File: config.mk
export PLATFORM = sky130hd
export DESIGN_NAME = nibble_serial_adder_ctrl
export DESIGN_NICKNAME = d
export VERILOG_FILES = /design/src/rtl/nibble_serial_adder_ctrl.sv
export SDC_FILE = /design/constraint.sdc
export NUM_CORES = 1
export LEC_CHECK = 0
export CAP_MARGIN = 20
export CORE_MARGIN = 2
export CORE_UTILIZATION = 30
export CTS_CLUSTER_SIZE = 24
export DETAILED_ROUTE_END_ITERATION = 8
export SYNTH_ARGS = -nofsm -noshare
export SYNTH_HDL_FRONTEND = slang
export SYNTH_SLANG_ARGS = --single-unit
export TNS_END_PERCENT = 20
File: constraint.sdc
create_clock -name clk -period 2.3 [get_ports clk]
set_clock_uncertainty 0.2 [all_clocks]
set_input_delay 0.46 -clock clk [delete_from_list [all_inputs] [get_ports clk]]
set_output_delay 0.46 -clock clk [all_outputs]
set_load 0.02 [all_outputs]
File: src/rtl/nibble_serial_adder_ctrl.sv
// Serial controller for an external 4-bit adder slice.
// It feeds one operand nibble per cycle, LSB nibble first, and collects the wide result.
module nibble_serial_adder_ctrl #(
  parameter int NIBBLES = 4,
  localparam int W = 4 * NIBBLES
) (
  input  logic         clk,
  input  logic         rst,
  input  logic         in_valid,
  output logic         in_ready,
  input  logic [W-1:0] op_a,
  input  logic [W-1:0] op_b,
  input  logic         sub,
  output logic [3:0]   cla_a,
  output logic [3:0]   cla_b,
  output logic         cla_cin,
  input  logic [3:0]   cla_sum,
  input  logic         cla_cout,
  output logic         out_valid,
  input  logic         out_ready,
  output logic [W-1:0] result,
  output logic         carry_out,
  output logic         overflow
);

  localparam int IW = (NIBBLES > 1) ? $clog2(NIBBLES) : 1;
  localparam logic [IW-1:0] LAST = IW'(NIBBLES - 1);

  typedef enum logic [1:0] {IDLE, RUN, DONE} state_t;

  state_t        state, state_next;
  logic [IW-1:0] idx;
  logic [W-1:0]  a_shift;
  logic [W-1:0]  b_shift;
  logic          carry;

  always_ff @(posedge clk or posedge rst) begin
    if (rst) state <= IDLE;
    else     state <= state_next;
  end

  always_comb begin
    state_next = state;
    case (state)
      IDLE:    if (in_valid)    state_next = RUN;
      RUN:     if (idx == LAST) state_next = DONE;
      DONE:    if (out_ready)   state_next = IDLE;
      default:                  state_next = IDLE;
    endcase
  end

  assign in_ready  = (state == IDLE);
  assign out_valid = (state == DONE);

  // Operands shift right one nibble per RUN cycle, so the low nibble is always the
  // current slice input and the registers have drained to zero once RUN ends.
  assign cla_a   = a_shift[3:0];
  assign cla_b   = b_shift[3:0];
  assign cla_cin = carry;

  always_ff @(posedge clk or posedge rst) begin
    if (rst) begin
      a_shift   <= '0;
      b_shift   <= '0;
      carry     <= 1'b0;
      idx       <= '0;
      result    <= '0;
      carry_out <= 1'b0;
      overflow  <= 1'b0;
    end else if (state == IDLE && in_valid) begin
      a_shift <= op_a;
      b_shift <= sub ? ~op_b : op_b;
      carry   <= sub;
      idx     <= '0;
    end else if (state == RUN) begin
      a_shift <= a_shift >> 4;
      b_shift <= b_shift >> 4;
      idx     <= idx + 1'b1;
      for (int i = 0; i < NIBBLES; i++) begin
        if (idx == IW'(i)) result[4*i +: 4] <= cla_sum;
      end
      if (idx == LAST) begin
        // Top nibble is in the low bits here, so bit 3 is the operand sign.
        carry     <= 1'b0;
        carry_out <= cla_cout;
        overflow  <= (a_shift[3] == b_shift[3]) && (cla_sum[3] != a_shift[3]);
      end else begin
        carry <= cla_cout;
      end
    end
  end

endmodule

Yosys cells after proc, flatten, opt, wreduce, memory -nomap -nowiden
Index checks and enable logic that the tools add are counted.
{"block": "totals", "reg_bits": 55, "inputBits": 42, "output_inout_bits": 29}
{"block": "op_classes", "add_sub_neg": 1, "n_eq_ne": 10, "muxes": 14, "bitwise_logic": 2, "n_reduce_logical": 10}
{"op": "16-bit two-way mux", "count": 5}
{"op": "16-bit inverter", "count": 1}
{"op": "3-bit AND reduction", "count": 5}
{"op": "2-bit two-way mux", "count": 5}
{"op": "2-bit equality test (second input constant)", "count": 3}
{"op": "2-bit one-hot mux with 3 select lines", "count": 1}
{"op": "2-bit by 1-bit equality test with 1-bit output (second input constant)", "count": 2}
{"op": "2-bit logical NOT", "count": 2}
{"op": "2-bit by 1-bit != test with 1-bit output (second input constant)", "count": 2}
{"op": "1-bit two-way mux", "count": 3}
{"op": "2-bit by 1-bit adder with 2-bit output (second input constant)", "count": 1}
{"op": "1-bit logical AND", "count": 2}
{"op": "2-bit != test (second input constant)", "count": 1}
{"op": "2-bit nonzero test", "count": 1}
{"op": "1-bit equality test", "count": 1}
{"op": "1-bit != test", "count": 1}
{"op": "1-bit inverter", "count": 1}

Depth between registers and ports, before layout
Gate-level depths: netlist (run 1).
{"block": "logic_depth", "depth_word": 4, "ltp_mapped": 6}

Worst setup path after synthesis (run 1)
Ideal clock, no wire load.
{"block": "synth_timing", "kind": "register -> register", "startpoint": "reg state[1]", "endpoint": "reg b_shift[12]", "setup_ns": 0.119, "arrival_time_ns": 1.262, "t_required_ns": 1.981, "slack_ns": 0.719, "stages_incl_launch_ff": 7, "n_path_buf": 3, "cell_sequence": "dfrtp_1 > buf_6 > or3b_1 > buf_6 > buf_6 > nand3_1 > o21ai_2"}
{"block": "synth_via", "elab_chain_len": 3, "word_cells_on_any_way": 5, "classes_between": "1 x eq/ne; 1 x mux; 3 x reduce/logical"}
{"item": "start: declaration", "line": "31", "rtl": "state_t state, state_next;"}
{"item": "start signal: assignment", "line": "39", "rtl": "else state <= state_next;"}
{"item": "2-bit logical NOT", "line": "70", "rtl": "end else if (state == IDLE && in_valid) begin"}
{"item": "1-bit logical AND", "line": "70"}
{"item": "16-bit two-way mux / 2-bit nonzero test (equally long branches)"}
{"item": "end signal: assignment", "line": "72", "rtl": "b_shift <= sub ? ~op_b : op_b;"}
{"item": "end signal: assignment", "line": "77", "rtl": "b_shift <= b_shift >> 4;"}
{"item": "end: declaration", "line": "34", "rtl": "logic [W-1:0] b_shift;"}
Several ways; a longest one is shown, not always the timed one.
A chain may end at the register's enable or synchronous reset.

Worst setup path after layout (run 1)
{"block": "layout_timing", "startpoint": "reg state[0]", "endpoint": "out in_ready"}
{"block": "layout_via", "elab_chain_len": 1}
{"item": "2-bit logical NOT", "line": "52", "rtl": "assign in_ready = (state == IDLE);"}
{"item": "end: declaration", "line": "10", "rtl": "output logic in_ready,"}
No other way between the ends.

==> summary.md, run 1 <==
| Metric | Value |
|---|---|
| Outcome | `finished clean` |
| Drt pass-1 iters | `4` |
| Number of synthesized flops with an enable pin | `0` |
| Post-Route WL | `5480 um` |
| Slew headroom | `71.3%` |
| CP max stage delay | `0.61 ns` |
| Clock Sinks | `55` |
| Slowest cell on the critical path | `clkdlybuf4s50_1` |
| Design Power | `4.54 mW` |
| VDD IR max | `0.000389 V` |
| Final period utilization | `95.5%` |
| Routed vias/inst | `4.62` |
| Io pins | `71` |
| Initial antenna violation count | `0` |
| Clock buffer depth | `2` |
| First-pass GRT wire length | `9290 um` |
| Post-CTS Setup Bufs | `0` |
| Post-route DRC | `0` |
| Critical Path Start Type | `flip-flop` |
| Post-synthesis average cell area | `10.6 um^2` |
| Dominant cell type by area after synthesis | `dfrtp_1` |
| Layout Utilization | `40.7%` |
| Register area share after synthesis | `52.7%` |
| Synth Flop Type | `dfrtp_1` |
| Final nets | `356` |
| Hold path cells | `2` |
| Initial Util | `30.4%` |
| Kind of cell adding the most delay to the critical path | `buffers and inverters` |
| Post-synthesis compound-gate area fraction | `9.53%` |
| CP Cell Sequence | `nor2_1 -> clkdlybuf4s50_1` |
| Total core area | `8590 um^2` |
| R2r startpoint | `state[0]` |
| DRT antenna net count | `0` |
| RSZ-0062 raised after global routing | `no` |
| Vias | `1936` |
| # setup viols final | `0` |
| Syn Std Cell Area | `2610 um^2` |
| Synthesized instance count | `247` |
| Xor-xnor portion of the synthesized cell area | `5.36%` |
| Setup TNS Final | `0 ns` |
| Multi-input gate area | `1050 um^2` |
| PortBufs | `70` |
| Drt initial violations | `99` |
| Die width | `97.3 um` |
| GR Util All Layers | `11.9%` |
| Share of cells above drive strength 1 | `14.8%` |
| FF/Latch Area | `1380 um^2` |
| WHS Endpoint | `a_shift[5]` |
| Row count | `34` |
| Clk slew on worst S/H paths | `0.10 ns` |
| Vias in the first global route | `1984` |
| Crit path buf inv count | `1` |
| Cell variety after synth | `32` |
| Total global routing overflow | `0` |
| #FFs+latches synth | `55` |
| Max-Cap Viols | `0` |
| FFs w/ async S/R, synth | `100%` |
| CTS tree | `yes` |
| Req. time, crit path | `1.64 ns` |
| CP arrival | `1.54 ns` |
| Area post-placement | `3390 um^2` |
| Synth-to-Final Area Change | `33.8%` |
| Post-synthesis mux area share | `7.33%` |
| Design Area, Final | `3500 um^2` |
| Final GP Congestion | `0.714` |
| Top cells by area, synth | `dfrtp_1 (53%), nand2_1 (8.6%), mux2_2 (7.3%)` |
| Later-pin clock latency in the skew report | `0.31 ns` |
| Num CTS Buffers | `5` |
| Setup CP Type | `flip-flop to output port` |
| Fin. Hold Viols | `0` |
| CP endpoint kind | `output port` |
| Min-delay src | `a_shift[5]` |
| Fmax | `0.455 GHz` |
| Most frequent cell after synthesis | `nand2_1` |
| Fillers | `894` |
| Largest net degree at the start of global routing | `56` |
| H-tree levels | `2` |
| Die Span Y | `97.3 um` |
| Post-CTS Hold Fix Bufs | `0` |
| Diode count | `0` |
| Adder-cell share of the synthesized area | `1.92%` |
| Pins Over Slew Limit | `0` |
| Main combinational cell family by area after synthesis | `simple AND/OR/NAND/NOR gates` |
| Hold Path Class | `flip-flop to flip-flop` |
| Worst r2r path cells | `3` |
| Root Buffer | `clkbuf_8` |
| Worst-margin pin slew | `0.430 ns` |
| Synth top cells by count | `nand2_1 (60), dfrtp_1 (55), mux2_2 (17)` |
| Die area | `9470 um^2` |
| R2r setup slk | `0.58 ns` |
| Wirelength per Cell | `13.1 um` |
| Max FO, Critical Path | `9` |
| Hpwl dp | `4000 um` |
| Net count after synthesis | `293` |
| R2r endpoint | `result[1]` |
| Synth Warn # | `0` |
| Top cell type's share of synthesized area | `52.7%` |
| Synth Area in Simple Gates | `15.9%` |
| Tmin final | `2.20 ns` |
| Power density cells | `1300 nW/um^2` |
| Leak | `1.54 nW` |
[routing by layer]
metal / routed length (um) / track usage, % / share of wire, % / up-vias
met2: 2650 / 20.4 / 48 / 48
met1: 2510 / 15.1 / 46 / 938
met3: 266 / 2.95 / 4.9 / 4
li1: - / - / - / 946
met5: 0 / 0 / 0 / -
met4: 60 / 3.53 / 1.1 / 0
[cell type report]
class / instances / share of cell area (%)
clock buffers: 7 / 2.76
clock inverters: 1 / 0.215
inverters: 3 / 0.322
multi-input cells: 166 / 30.0
flip-flops and latches: 55 / 39.4
well taps: 108 / 3.87
repair buffers: 79 / 23.5
[worst min-delay path, stage by stage (launching register included)]
cell,delay [ns]
dfrtp_1,0.35
nand2_1,0.05
nand2_1,0.05
[sequential cells by signal (all words and copies together) (netlist names)]
register   count
cla_cin        1
state          2
overflow       1
result        16
a_shift       16
idx            2
b_shift       16
carry_out      1
[where the power goes]
| group | internal [mW] | switching, mW | leakage, nW | total, mW |
|---|---|---|---|---|
| combinational | 1.09 | 1.15 | 0.810 | 2.25 |
| sequential | 1.43 | 0.286 | 0.678 | 1.71 |
| clock | 0.274 | 0.305 | 0.0505 | 0.580 |
[stage by stage]
stage | setup slack (ns) | std cells | hold slack [ns]
2_1_floorplan | 0.297 | 247 | 0.247
3_3_place_gp | 0.247 | 411 | 0.262
3_5_place_dp | 0.217 | 411 | 0.266
4_1_cts | 0.0163 | 419 | 0.291
5_1_grt | 0.00355 | 419 | 0.315
6_report | 0.103 | 419 | 0.287
[how the worst max path moves through the flow]
| stage | start | end | cells after the start |
|---|---|---|---|
| 2_1_floorplan | rst | a_shift[0] | 1 |
| 3_3_place_gp | in_valid | b_shift[7] | 5 |
| 3_5_place_dp | in_valid | b_shift[7] | 5 |
| 4_1_cts | state[0] | out_valid | 2 |
| 5_1_grt | state[0] | in_ready | 2 |
| 6_report | state[0] | in_ready | 2 |
[cells by family after synthesis]
group | count (synthesis)
adder cells (fa/ha/maj) | 4
XOR/XNOR | 16
flip-flops | 55
multiplexers | 17
AO/OA/AOI/OAI | 36
AND/OR/NAND/NOR | 93
buffers and inverters | 26
[repair_timing]
item / CTS / global route
setup endpoints to repair: 1 / 1
resized for setup: 1 / 1
cloned: 0 / 0
[cells in the final DEF, fill, tap and decap left out, types with 2 or more instances in the layout]
master            n
nand2b_1          2
xor2_1           11
o21ai_2           4
inv_1             2
nand2_2           2
mux2_2           17
dfrtp_1          54
nor2b_1           2
buf_4             5
a21oi_1           2
buf_12            4
clkbuf_8          7
clkdlybuf4s50_1  69
nor2_1           13
xnor2_1           5
nand2_1          60
nand3_2           2
ha_1              4
a31oi_1          11
nand3_1           6
a22oi_1          12
o21ai_0           4
Note: power is estimated with default switching activity, not from simulation.
==> run 2: changes to the inputs <==
Clock period 2.3 ns to 2.7 ns, I/O delays scaled along.
==> summary.md, run 2 (same netlist as run 1, synthesis figures left out) <==
| Metric | Value |
|---|---|
| Setup CP Type | `flip-flop to output port (unchanged)` |
| Commonest non-fill, non-tap cell in the layout | `clkdlybuf4s50_1 (unchanged)` |
| Row count | `34 (unchanged)` |
| Final hold slack | `0.283 ns (was 0.287 ns)` |
| Hold Path Class | `flip-flop to flip-flop (unchanged)` |
| Initial Util | `30.4% (unchanged)` |
| Slew headroom | `75.2% (was 71.3%)` |
| GR Util All Layers | `12.1% (was 11.9%)` |
| Final nets | `356 (unchanged)` |
| Clock buffer depth | `2 (unchanged)` |
| GR Layer Usage met1 | `15.9% (was 15.1%)` |
| Fin worst setup slack | `0.285 ns (was 0.103 ns)` |
| Synth-to-Final Area Change | `33.5% (was 33.8%)` |
| CP endpoint kind | `output port (unchanged)` |
| Met3 GRT Util | `3.02% (was 2.95%)` |
| Setup TNS Final | `0 ns (unchanged)` |
| Routed vias/inst | `4.52 (was 4.62)` |
| Hpwl dp | `3950 um (was 4000 um)` |
| Critical Path Start Type | `flip-flop (unchanged)` |
| Commonest cells after routing, fill and taps aside | `clkdlybuf4s50_1 (70), nand2_1 (60), dfrtp_1 (55) (was clkdlybuf4s50_1 (69), nand2_1 (60), dfrtp_1 (54))` |
| Vias in the first global route | `1945 (was 1984)` |
| Area post-placement | `3350 um^2 (was 3390 um^2)` |
| Post-CTS Setup Bufs | `0 (unchanged)` |
| Drt pass-1 iters | `4 (unchanged)` |
| Grt met2 use | `19.7% (was 20.4%)` |
| Number of gates resized after cts | `0 (was 1)` |
| Total core area | `8590 um^2 (unchanged)` |
| Share of cells above drive strength 1 | `14.5% (was 14.8%)` |
| DRT antenna net count | `0 (unchanged)` |
| Initial antenna violation count | `0 (unchanged)` |
| Power density cells | `1140 nW/um^2 (was 1300 nW/um^2)` |
| Io pins | `71 (unchanged)` |
| Multi-input gate area | `1050 um^2 (unchanged)` |
| Die area | `9470 um^2 (unchanged)` |
| Final period utilization | `89.4%` |
| Post-CTS Hold Fix Bufs | `0 (unchanged)` |
| RSZ-0062 raised after global routing | `no (unchanged)` |
| Placed cell count | `411 (unchanged)` |
| VDD IR max | `0.000309 V (was 0.000389 V)` |
| Num CTS Buffers | `5 (unchanged)` |
| Fmax | `0.414 GHz` |
| Req. time, crit path | `1.96 ns (was 1.64 ns)` |
| Design Area, Final | `3490 um^2 (was 3500 um^2)` |
| Later-pin clock latency in the skew report | `0.30 ns (was 0.31 ns)` |
| CTS tree | `yes (unchanged)` |
| Fin cells | `419 (unchanged)` |
| H-tree levels | `2 (unchanged)` |
| Die Span Y | `97.3 um (unchanged)` |
| GR peak layer | `met2 (unchanged)` |
| Worst slack at placement | `0.505 ns (was 0.217 ns)` |
| Worst-margin pin slew | `0.371 ns (was 0.430 ns)` |
| Clk slew on worst S/H paths | `0.10 ns (about the same)` |
| Max-Cap Viols | `0 (unchanged)` |
| Pins Over Slew Limit | `0 (unchanged)` |
| Drt initial violations | `52 (was 99)` |
| Root Buffer | `clkbuf_8 (unchanged)` |
| Regs by FF count | `a_shift x16, b_shift x16, result x16 (unchanged)` |
| First-pass GRT wire length | `9370 um (was 9290 um)` |
| Post-Route WL | `5510 um (was 5480 um)` |
| Fin. Hold Viols | `0 (unchanged)` |
| Clock Sinks | `55 (unchanged)` |
| Fillers | `877 (was 894)` |
| Total global routing overflow | `0 (unchanged)` |
| Outcome | `finished clean (unchanged)` |
| FF/Latch Area | `1380 um^2 (about the same)` |
| Largest net degree at the start of global routing | `56 (unchanged)` |
| CP arrival | `1.67 ns (was 1.54 ns)` |
| Die width | `97.3 um (unchanged)` |
| Max FO, Critical Path | `9 (unchanged)` |
| Wirelength per Cell | `13.1 um (about the same)` |
| Post-route DRC | `0 (unchanged)` |
| Tmin final | `2.41 ns` |
| # setup viols final | `0 (unchanged)` |
| Final GP Congestion | `0.711 (was 0.714)` |
| Leak | `1.52 nW (was 1.54 nW)` |
| Vias | `1893 (was 1936)` |
| PortBufs | `70 (unchanged)` |
| Diode count | `0 (unchanged)` |
[run 2: cell types whose count changed in the layout (fill, tap and decap cells not counted), sizes merged]
cell	change
clkbuf	-2
clkdlybuf4s50	+1
dlymetal6s2s	-1
bufinv	+2
[run 2: metrics by stage]
| step | utilization (%) | power [mW] |
|---|---|---|
| floorplan | - | 2.74 |
| global placement | 39.0 | 3.33 |
| detailed placement | 39.0 | 3.39 |
| CTS | 40.6 | 4.03 |
| global route | 40.6 | 4.27 |
| finish | 40.6 | 3.97 |
[run 2: final cells by class]
type                            instances  share of cell area, %
Multi-Input combinational cell        166                   30.0
Timing Repair Buffer                   79                   22.4
Tap cell                              108                   3.88
Inverter                                3                  0.323
Clock buffer                            5                   1.97
Clock inverter                          3                   1.94
Sequential cell                        55                   39.5
[run 2: final timing paths]
kind                       slack (ns)  cells after the start       start    endpoint
max in group asynchronous        1.66                      3         rst      idx[0]
min reg2reg                      0.28                      2  a_shift[7]  a_shift[7]
max                              0.29                      2    state[1]   out_valid
min                              0.28                      2  a_shift[7]  a_shift[7]
min in group asynchronous        0.41                      3         rst  b_shift[0]
max reg2reg                      0.95                      4    state[0]   result[1]
[run 2: metal layers]
layer	routed length (um)	share of wire [%]
met1	2560	47
met2	2600	47
met3	270	4.9
met4	76	1.4
met5	0	0
[run 2: worst max-delay path, cell delays in order, from the launching register on]
cell and delay, ns:
dfrtp_1 0.54, nor2b_1 0.21, clkdlybuf4s50_1 0.62
[run 2: power by group]
| part | internal (mW) | leakage, nW | total (mW) | switching, mW |
|---|---|---|---|---|
| Sequential | 1.22 | 0.679 | 1.46 | 0.248 |
| Clock | 0.370 | 0.0644 | 0.636 | 0.266 |
| Combinational | 0.899 | 0.778 | 1.87 | 0.974 |
| Total | 2.48 | 1.52 | 3.97 | 1.49 |
==> run 3: changes to the inputs <==
Settings changed: CTS_CLUSTER_DIAMETER set to 200.
==> results of run 3 <==
Same layout as run 2: the final DEF is identical, and so are final timing and power.
